$ cat src/rtl/result_readback.sv
// Result-path receive FIFO: captures controller result words into a circular RAM and presents
// them through a show-ahead valid/ready port. Optional feature macro: RESULT_TIMESTAMP_EN.
module result_readback #(
    parameter int unsigned RESULT_WIDTH = 32,
    parameter int unsigned DEPTH_LOG2   = 6,
    parameter int unsigned DROP_WIDTH   = 16
) (
    input  logic                    clock,
    input  logic                    reset,
    input  logic                    init,
    input  logic [RESULT_WIDTH-1:0] result_data,
    input  logic                    result_wr_en,
    output logic [RESULT_WIDTH-1:0] rd_data,
    output logic                    rd_valid,
    input  logic                    rd_ready,
    output logic [DEPTH_LOG2+1:0]   level,
    output logic                    empty,
    output logic                    overflow,
    input  logic                    clear_overflow,
    output logic [DROP_WIDTH-1:0]   dropped
);

    localparam int unsigned Depth = 2 ** DEPTH_LOG2;
`ifdef RESULT_TIMESTAMP_EN
    localparam int unsigned StampWidth = 32;
    localparam int unsigned EntryWidth = RESULT_WIDTH + StampWidth;
`else
    localparam int unsigned EntryWidth = RESULT_WIDTH;
`endif

    typedef logic [DEPTH_LOG2:0]   ptr_t;
    typedef logic [DEPTH_LOG2-1:0] idx_t;
    typedef logic [DEPTH_LOG2+1:0] lvl_t;
    typedef logic [DROP_WIDTH-1:0] drop_t;

`ifdef RESULT_TIMESTAMP_EN
    typedef enum logic [1:0] {StIdle, StData, StStamp} state_e;
`else
    typedef enum logic [0:0] {StIdle, StData} state_e;
`endif

    state_e                  state_q, state_d;
    ptr_t                    wp_q, wp_d;
    ptr_t                    rp_q, rp_d;
    ptr_t                    ram_count, ram_count_d;
    logic [RESULT_WIDTH-1:0] rd_data_q, rd_data_d;
    lvl_t                    level_q, level_d;
    logic                    empty_q, empty_d;
    logic                    overflow_q, overflow_d;
    drop_t                   dropped_q, dropped_d;
    drop_t                   dropped_base;

    logic                    ram_full;
    logic                    ram_nonempty;
    logic                    do_write;
    logic                    do_drop;
    idx_t                    rd_idx;
    logic [EntryWidth-1:0]   wr_entry;
    logic [EntryWidth-1:0]   rd_entry;
    logic [EntryWidth-1:0]   mem_q [Depth];

`ifdef RESULT_TIMESTAMP_EN
    logic [StampWidth-1:0]   cycle_q;
    logic [EntryWidth-1:0]   next_entry;
`endif

    // Fullness uses the pre-edge count, so a pop on the same edge never rescues a write.
    assign ram_count    = wp_q - rp_q;
    assign ram_full     = ram_count[DEPTH_LOG2];
    assign ram_nonempty = (ram_count != '0);
    assign do_write     = result_wr_en & ~ram_full & ~init;
    assign do_drop      = result_wr_en & ram_full & ~init;
    assign rd_idx       = rp_q[DEPTH_LOG2-1:0];
    assign rd_entry     = mem_q[rd_idx];

`ifdef RESULT_TIMESTAMP_EN
    assign wr_entry   = {cycle_q, result_data};
    assign next_entry = mem_q[rd_idx + idx_t'(1)];

    always_ff @(posedge clock or posedge reset) begin
        if (reset) begin
            cycle_q <= '0;
        end else if (init) begin
            cycle_q <= '0;
        end else begin
            cycle_q <= cycle_q + StampWidth'(1);
        end
    end
`else
    assign wr_entry = result_data;
`endif

    always_ff @(posedge clock) begin
        if (do_write) begin
            mem_q[wp_q[DEPTH_LOG2-1:0]] <= wr_entry;
        end
    end

    always_comb begin
        wp_d = wp_q + ptr_t'(do_write);
        if (init) begin
            wp_d = '0;
        end
    end

    // Output stage: the presented word lives in rd_data_q; the RAM feeds it show-ahead.
    always_comb begin
        state_d   = state_q;
        rd_data_d = rd_data_q;
        rp_d      = rp_q;
`ifdef RESULT_TIMESTAMP_EN
        // The entry stays in RAM (rp held) until its stamp is accepted.
        case (state_q)
            StIdle: begin
                if (ram_nonempty) begin
                    rd_data_d = rd_entry[RESULT_WIDTH-1:0];
                    state_d   = StData;
                end
            end
            StData: begin
                if (rd_ready) begin
                    rd_data_d = rd_entry[RESULT_WIDTH +: StampWidth];
                    state_d   = StStamp;
                end
            end
            StStamp: begin
                if (rd_ready) begin
                    rp_d = rp_q + ptr_t'(1);
                    if (ram_count > ptr_t'(1)) begin
                        rd_data_d = next_entry[RESULT_WIDTH-1:0];
                        state_d   = StData;
                    end else begin
                        state_d = StIdle;
                    end
                end
            end
            default: state_d = StIdle;
        endcase
`else
        case (state_q)
            StIdle: begin
                if (ram_nonempty) begin
                    rd_data_d = rd_entry;
                    rp_d      = rp_q + ptr_t'(1);
                    state_d   = StData;
                end
            end
            StData: begin
                if (rd_ready) begin
                    if (ram_nonempty) begin
                        rd_data_d = rd_entry;
                        rp_d      = rp_q + ptr_t'(1);
                    end else begin
                        state_d = StIdle;
                    end
                end
            end
            default: state_d = StIdle;
        endcase
`endif
        if (init) begin
            state_d   = StIdle;
            rd_data_d = '0;
            rp_d      = '0;
        end
    end

    always_comb begin
        ram_count_d = wp_d - rp_d;
`ifdef RESULT_TIMESTAMP_EN
        level_d = lvl_t'(ram_count_d);
`else
        level_d = lvl_t'(ram_count_d) + lvl_t'(state_d != StIdle);
`endif
        empty_d = (level_d == '0);
    end

    // Clear-then-increment: a drop on the clearing edge leaves overflow set and dropped at 1.
    always_comb begin
        dropped_base = clear_overflow ? '0 : dropped_q;
        overflow_d   = do_drop | (overflow_q & ~clear_overflow);
        dropped_d    = dropped_base;
        if (do_drop && (dropped_base != '1)) begin
            dropped_d = dropped_base + drop_t'(1);
        end
        if (init) begin
            overflow_d = 1'b0;
            dropped_d  = '0;
        end
    end

    always_ff @(posedge clock or posedge reset) begin
        if (reset) begin
            state_q    <= StIdle;
            wp_q       <= '0;
            rp_q       <= '0;
            rd_data_q  <= '0;
            level_q    <= '0;
            empty_q    <= 1'b1;
            overflow_q <= 1'b0;
            dropped_q  <= '0;
        end else begin
            state_q    <= state_d;
            wp_q       <= wp_d;
            rp_q       <= rp_d;
            rd_data_q  <= rd_data_d;
            level_q    <= level_d;
            empty_q    <= empty_d;
            overflow_q <= overflow_d;
            dropped_q  <= dropped_d;
        end
    end

    assign rd_data  = rd_data_q;
    assign rd_valid = (state_q != StIdle);
    assign level    = level_q;
    assign empty    = empty_q;
    assign overflow = overflow_q;
    assign dropped  = dropped_q;

endmodule

$ cat config.mk
export PLATFORM = sky130hd
export DESIGN_NAME = result_readback
export DESIGN_NICKNAME = d
export VERILOG_FILES = /design/src/rtl/result_readback.sv
export SDC_FILE = /design/constraint.sdc
export NUM_CORES = 2
export LEC_CHECK = 0
export ABC_CLOCK_PERIOD_IN_PS = 6200
export CORE_AREA = 2 2 409 411
export CTS_CLUSTER_SIZE = 8
export DETAILED_ROUTE_END_ITERATION = 10
export DIE_AREA = 0 0 411 413
export PLACE_DENSITY_LB_ADDON = 0.25
export SLEW_MARGIN = 20
export SYNTH_ARGS = -nofsm -noshare
export SYNTH_HDL_FRONTEND = slang
export SYNTH_SLANG_ARGS = --single-unit
$ cat constraint.sdc
create_clock -name clock -period 6.2 [get_ports clock]
set_clock_uncertainty 0.1 [all_clocks]
set_input_delay 1.24 -clock clock [delete_from_list [all_inputs] [get_ports clock]]
set_output_delay 1.24 -clock clock [all_outputs]
set_load 0.02 [all_outputs]
Word-level counts from Yosys, hierarchy flattened
Memory sizes are Yosys's and may differ from the RTL's.
Index checks and enable logic that the tools add are counted.
Word-level totals
  word-level logic and storage cells: 49
  output and inout port bits: 59
  memories kept: 1
  RAM bits: 2048
  input port bits: 38
  register bits after elaboration: 73
Memories
  mem_q: words 64, width 32, read ports 1, clocked after Yosys merged registers in 0, write ports 1, RTL line 60  | logic [EntryWidth-1:0] mem_q [Depth];
Cells by class
  reductions and logical operators: 3
  bitwise operators: 10
  equality and inequality tests: 2
  add/sub/neg operators: 6
  muxes and demuxes: 19
Operators with widths (count)
  2-to-1 mux 32 bit: 3
  case mux 32 bit (2 select lines): 1
  2-to-1 mux 16 bit: 3
  2-to-1 mux 7 bit: 4
  adder 16 x 1 -> 16 bit, second input constant: 1
  != test 16 bit, second input constant: 1
  case mux 7 bit (2 select lines): 1
  subtractor 7 bit: 2
  adder 7 x 1 -> 8 bit: 1
  logical NOT 8 bit: 1
  adder 7 x 1 -> 7 bit: 1
  adder 7 x 1 -> 7 bit, second input constant: 1
  nonzero test 7 bit: 1
  2-to-1 mux 1 bit: 6
  AND 1 bit: 5
  NOT 1 bit: 4
  != test 3 bit, second input constant: 1
  case mux 1 bit (2 select lines): 1
  logical AND 1 bit: 1
  bitwise OR 1 bit: 1

Logic depth before layout (Yosys ltp)
  depth after elaboration: 9
  gate-level depth with buffers: 22
  depth with buffers taken out: 17

Worst setup path before layout
OpenSTA, ideal clock, no wires.
  path kind: register to register
  start point: register rp_q[2]
  end point: register level_q[5] (netlist: level[5])
  clock period less this slack: 5198 ps
  arrival time: 4968 ps
  required time: 5971 ps
  stages on the path, launching flop included: 22
  setup slack: 1002 ps
  path buffers: 5
  library setup time: 129 ps
  path through: dfrtp_1 clkbuf_1 clkinv_1 clkbuf_1 clkbuf_1 ha_1 a21oi_1 a211oi_1 a211oi_4 o31ai_1 clkbuf_1 clkbuf_1 xor2_1 nor2_1 ha_1 inv_1 fa_1 a21o_1 a21oi_1 xnor2_1 or3_4 xnor2_1
On the way
  cells in the longest elaborated chain, start to end: 8
  elaborated cells on any way between the ends: 18
  those cells by class: add/sub: 5; mux: 9; bitwise: 3; reduce/logical: 1
RTL lines
  start, declared: RTL line 44  | ptr_t rp_q, rp_d;
  start signal, assigned: RTL line 205  | rp_q <= rp_d;
  subtractor 7 bit (*): RTL line 68  | assign ram_count = wp_q - rp_q;
  nonzero test 7 bit (*): RTL line 70  | assign ram_nonempty = (ram_count != '0);
  2-to-1 mux 7 bit (*): RTL line 142, 150
  2-to-1 mux 7 bit: RTL line 149  | if (rd_ready) begin
  case mux 7 bit (2 select lines) (*): RTL line 140  | case (state_q)
  2-to-1 mux 7 bit (*): RTL line 161  | if (init) begin
  net rp_d[0]: RTL line 44
  subtractor 7 bit (*): RTL line 169  | ram_count_d = wp_d - rp_d;
  adder 7 x 1 -> 8 bit (*): RTL line 173  | level_d = lvl_t'(ram_count_d) + lvl_t'(state_d != StIdle);
  net level_d[5]: RTL line 47  | lvl_t level_q, level_d;
  end signal, assigned: RTL line 207  | level_q <= level_d;
  end, declared: RTL line 47
The timed path passes the listed nets; every way through them passes the cells marked *.
A chain may end at the register's enable or synchronous reset.

Final worst setup path
  start point: register rp_q[0]
  end point: register rd_data_q[17] (netlist: rd_data[17])
On the way
  cells in the longest elaborated chain, start to end: 6
  elaborated cells on any way between the ends: 7
  those cells by class: add/sub: 1; mux: 4; reduce/logical: 1; memory: 1
RTL lines
  subtractor 7 bit: RTL line 68
  nonzero test 7 bit: RTL line 70
  2-to-1 mux 32 bit (*): RTL line 142, 150
  2-to-1 mux 32 bit: RTL line 149
  case mux 32 bit (2 select lines) (*): RTL line 140
  2-to-1 mux 32 bit (*): RTL line 161
  end signal, assigned: RTL line 206  | rd_data_q <= rd_data_d;
  end, declared: RTL line 46  | logic [RESULT_WIDTH-1:0] rd_data_q, rd_data_d;
Mark *: on every way between the ends. The rest lies on a longest branch, timed or not. The select of a mux whose other input is x is not followed.

==> impl_metrics.yaml <==
run_status:
  outcome: "complete, no violations"
hold_path:
  min_path_type: "reg -> reg"
  min_to: "rd_data[6]$_DFFE_PP0P_"
  holdCritStartpoint: "rd_data[6]$_DFFE_PP0P_"
  whs_path_depth: 2
detailed_routing:
  drt-pass1-iter-count: 5
  antenna_left: 0
  wl_per_cell_um: 32.87
  drc: 0
  drt_iter0_markers: 5616
  wl_mm: 223.3
  vias: 43636
  avgViaCountPerCell: 6.423
clocking:
  clk_latency_ps: 910
  root_buffer: "clkbuf_16"
  htree_num_levels: 5
  cts_setup_buffers: 0
  cts_sinks: 2121
  postCtsHoldBufs: 0
  cts_resized: 0
  numCtsBuffers: 315
  cts_buffer_depth: 4
  cts_tree: "yes"
  clk_pin_slew_worst_paths_ps: 50
grt:
  grt_pass1_vias: 43607
  grt_max_degree: 127
  grt_util_all_layers_pct: 26.38
  grt_util_met3_pct: 6.219
  grt_overflow: 0
  antenna_found_initial: 10
  grt_most_used_layer: "met2"
  grtUsageMet1_pct: 37.31
  grt_use_met2_pct: 40.94
  grt_first_pass_wirelength_mm: 317.4
floorplanning:
  dieArea_um2: 169700
  ios: 97
  chipWidth_um: 411
  row_count: 150
  start_util_pct: 49.49
  die_y_um: 413
  core_um2: 165900
yosys:
  synth_area_leaders: "edfxtp_1 75%, mux4_2 8.3%, mux2i_1 5.5%, o221ai_1 2.4%, dfrtp_1 2.2%"
  synthCells: 4152
  synth_edf_count: 2048
  synthTopCellsByCount: "2,048 x edfxtp_1, 451 x mux2i_1, 304 x mux4_2, 225 x o221ai_1, 197 x nor3_1"
  yosysTopAreaCellShare_pct: 74.90
  syn_area_um2: 82110
  synth-async-reset-ratio_pct: 3.442
  ys_warn_count: 0
  syn_nets: 4209
  ys_ff_latch: 2121
  post_synth_num_cell_types: 51
  yosysMostFrequentCell: "edfxtp_1"
  postSynthAreaPerCell_um2: 19.78
  synth_top_area_cell: "edfxtp_1"
  ys_seq_area_share_pct: 77.13
  synth_ff_type: "edfxtp_1"
pwr:
  total_power_w: 0.03853
  powerDensity_nw_per_um2: 405.0
  comb_power_share_pct: 19.8
  peakVddDrop_mv: 0.3639
  p_sw_w: 0.01023
  clkPwrFrac_pct: 38.6
  p_int_w: 0.02830
  switching_share_pct: 26.55
  power.leakage_nw: 30.23
  seq_power_share_pct: 41.6
sta:
  final-setup-viol-count: 0
  period_minus_slack_ps: 4700
  worstMarginPinSlew_ps: 1237
  hold_viol_final: 0
  period_share_pct: 75.81
  fmax_ghz: 0.2127
  fin_ws_ps: 1500
  slew_violations: 0
  relSlewSlack_pct: 17.53
  rsz0062_at_grt: "false"
  fin_tns_setup_ps: 0
worst_setup_path:
  path_class: "reg -> reg"
  r2r_end: "rd_data[17]$_DFFE_PP0P_"
  worstPathArrival_ps: 5350
  cp-startpoint: "rp_q[0]$_DFF_PP0_"
  ff2ff_path_depth: 9
  cp_max_fo: 122
  r2r_start: "rp_q[0]$_DFF_PP0_"
  regToRegSetupSlack_ps: 1500
  cp-start-kind: "flip-flop"
  required_ps: 6850
  end_kind: "flip-flop"
placement:
  numPortBuffers: 96
  dp.final_hpwl_mm: 119.0
  gp_congestion: 0.8744
  dpl_worst_slack_ps: 1279
final_layout:
  drive_above_1_share_pct: 20.71
  fillers: 12080
  area_growth_pct: 15.88
  final_nets: 4565
job:
  cap_violations: 0
-- layout make-up --
class	instances	area, µm²	area share [%]
well taps	2204	2758	2.898
clock buffers	387	8323	8.748
repair buffers	286	2365	2.486
multi-input cells	1765	18190	19.12
diodes	2	5.005	0.005260
clock inverters	10	73.82	0.07759
flip-flops and latches	2121	63340	66.58
inverters	19	82.58	0.08680
-- registers in the layout (all words and copies together) (netlist names) --
signal and cells:
mem_q 2048, rd_data 32, dropped 16, level 8, rp_q 7, wp_q 7, empty 1, overflow 1
rd_valid 1
-- metrics by stage --
stage                     util (%)  hold slack, ps  instance area, µm²  instances
after floorplan                  -           450.0               82110       4152
after global placement       52.28           398.8               86730       6395
after detailed placement     52.28           409.2               86730       6395
after CTS                    57.34           422.0               95130       6792
after global routing         57.34           437.6               95140       6792
final                        57.35           417.1               95140       6794
-- cells in the final DEF, fill, tap and decap left out, types with 64 or more instances in the layout --
| master | count |
|---|---|
| buf_4 | 181 |
| nor2_4 | 64 |
| nor2_1 | 67 |
| o22ai_1 | 114 |
| nor3_1 | 196 |
| o221ai_1 | 225 |
| clkbuf_1 | 64 |
| edfxtp_1 | 2048 |
| clkbuf_16 | 323 |
| mux2i_1 | 451 |
| dfrtp_1 | 67 |
| mux4_2 | 304 |
| a21oi_1 | 154 |
-- worst max path at each step --
stage,to,slack (ps),cells past startpoint
finish,rd_data[17]$_DFFE_PP0P_,1500,9
CTS,empty$_DFF_PP1_,1490,15
detailed placement,mem_q[12][30]$_DFFE_PP_,1280,7
global placement,mem_q[8][17]$_DFFE_PP_,1330,7
global route,empty$_DFF_PP1_,1190,15
floorplan,level[5]$_DFF_PP0_,1000,21
-- critical path: stages (launching register included) --
cell and delay [ps]:
dfrtp_4 530, buf_12 470, buf_4 630, mux4_2 590, o22ai_1 210, nor3_1 80
nor3_1 900, nor3_1 380, a21oi_1 220, nor2_1 50
-- power by group through the flow --
stage / combinational [W] / clock (W) / sequential (W)
after floorplan: 0.00485 / 0 / 0.0163
after global placement: 0.00751 / 0 / 0.0163
after detailed placement: 0.00754 / 0 / 0.0163
after CTS: 0.00757 / 0.0151 / 0.0160
after global routing: 0.00805 / 0.0157 / 0.0160
final: 0.00761 / 0.0149 / 0.0160
-- cells by family after synthesis --
kind of cell,share of synthesized area [%]
muxes,13.84
adders and majority gates,0.2987
DFF,77.13
and+or+nand+nor,2.522
AOI/OAI and AO/OA,4.473
buffers and inverters,1.343
xor gates and xnor gates,0.4008
-- metal layers --
layer	vias up	share of wire, %
met2	2343	47
met5	-	0.018
met1	22952	40
met3	377	10
li1	17958	-
met4	6	2.8
No activity file was read; power rests on OpenSTA's default activity.
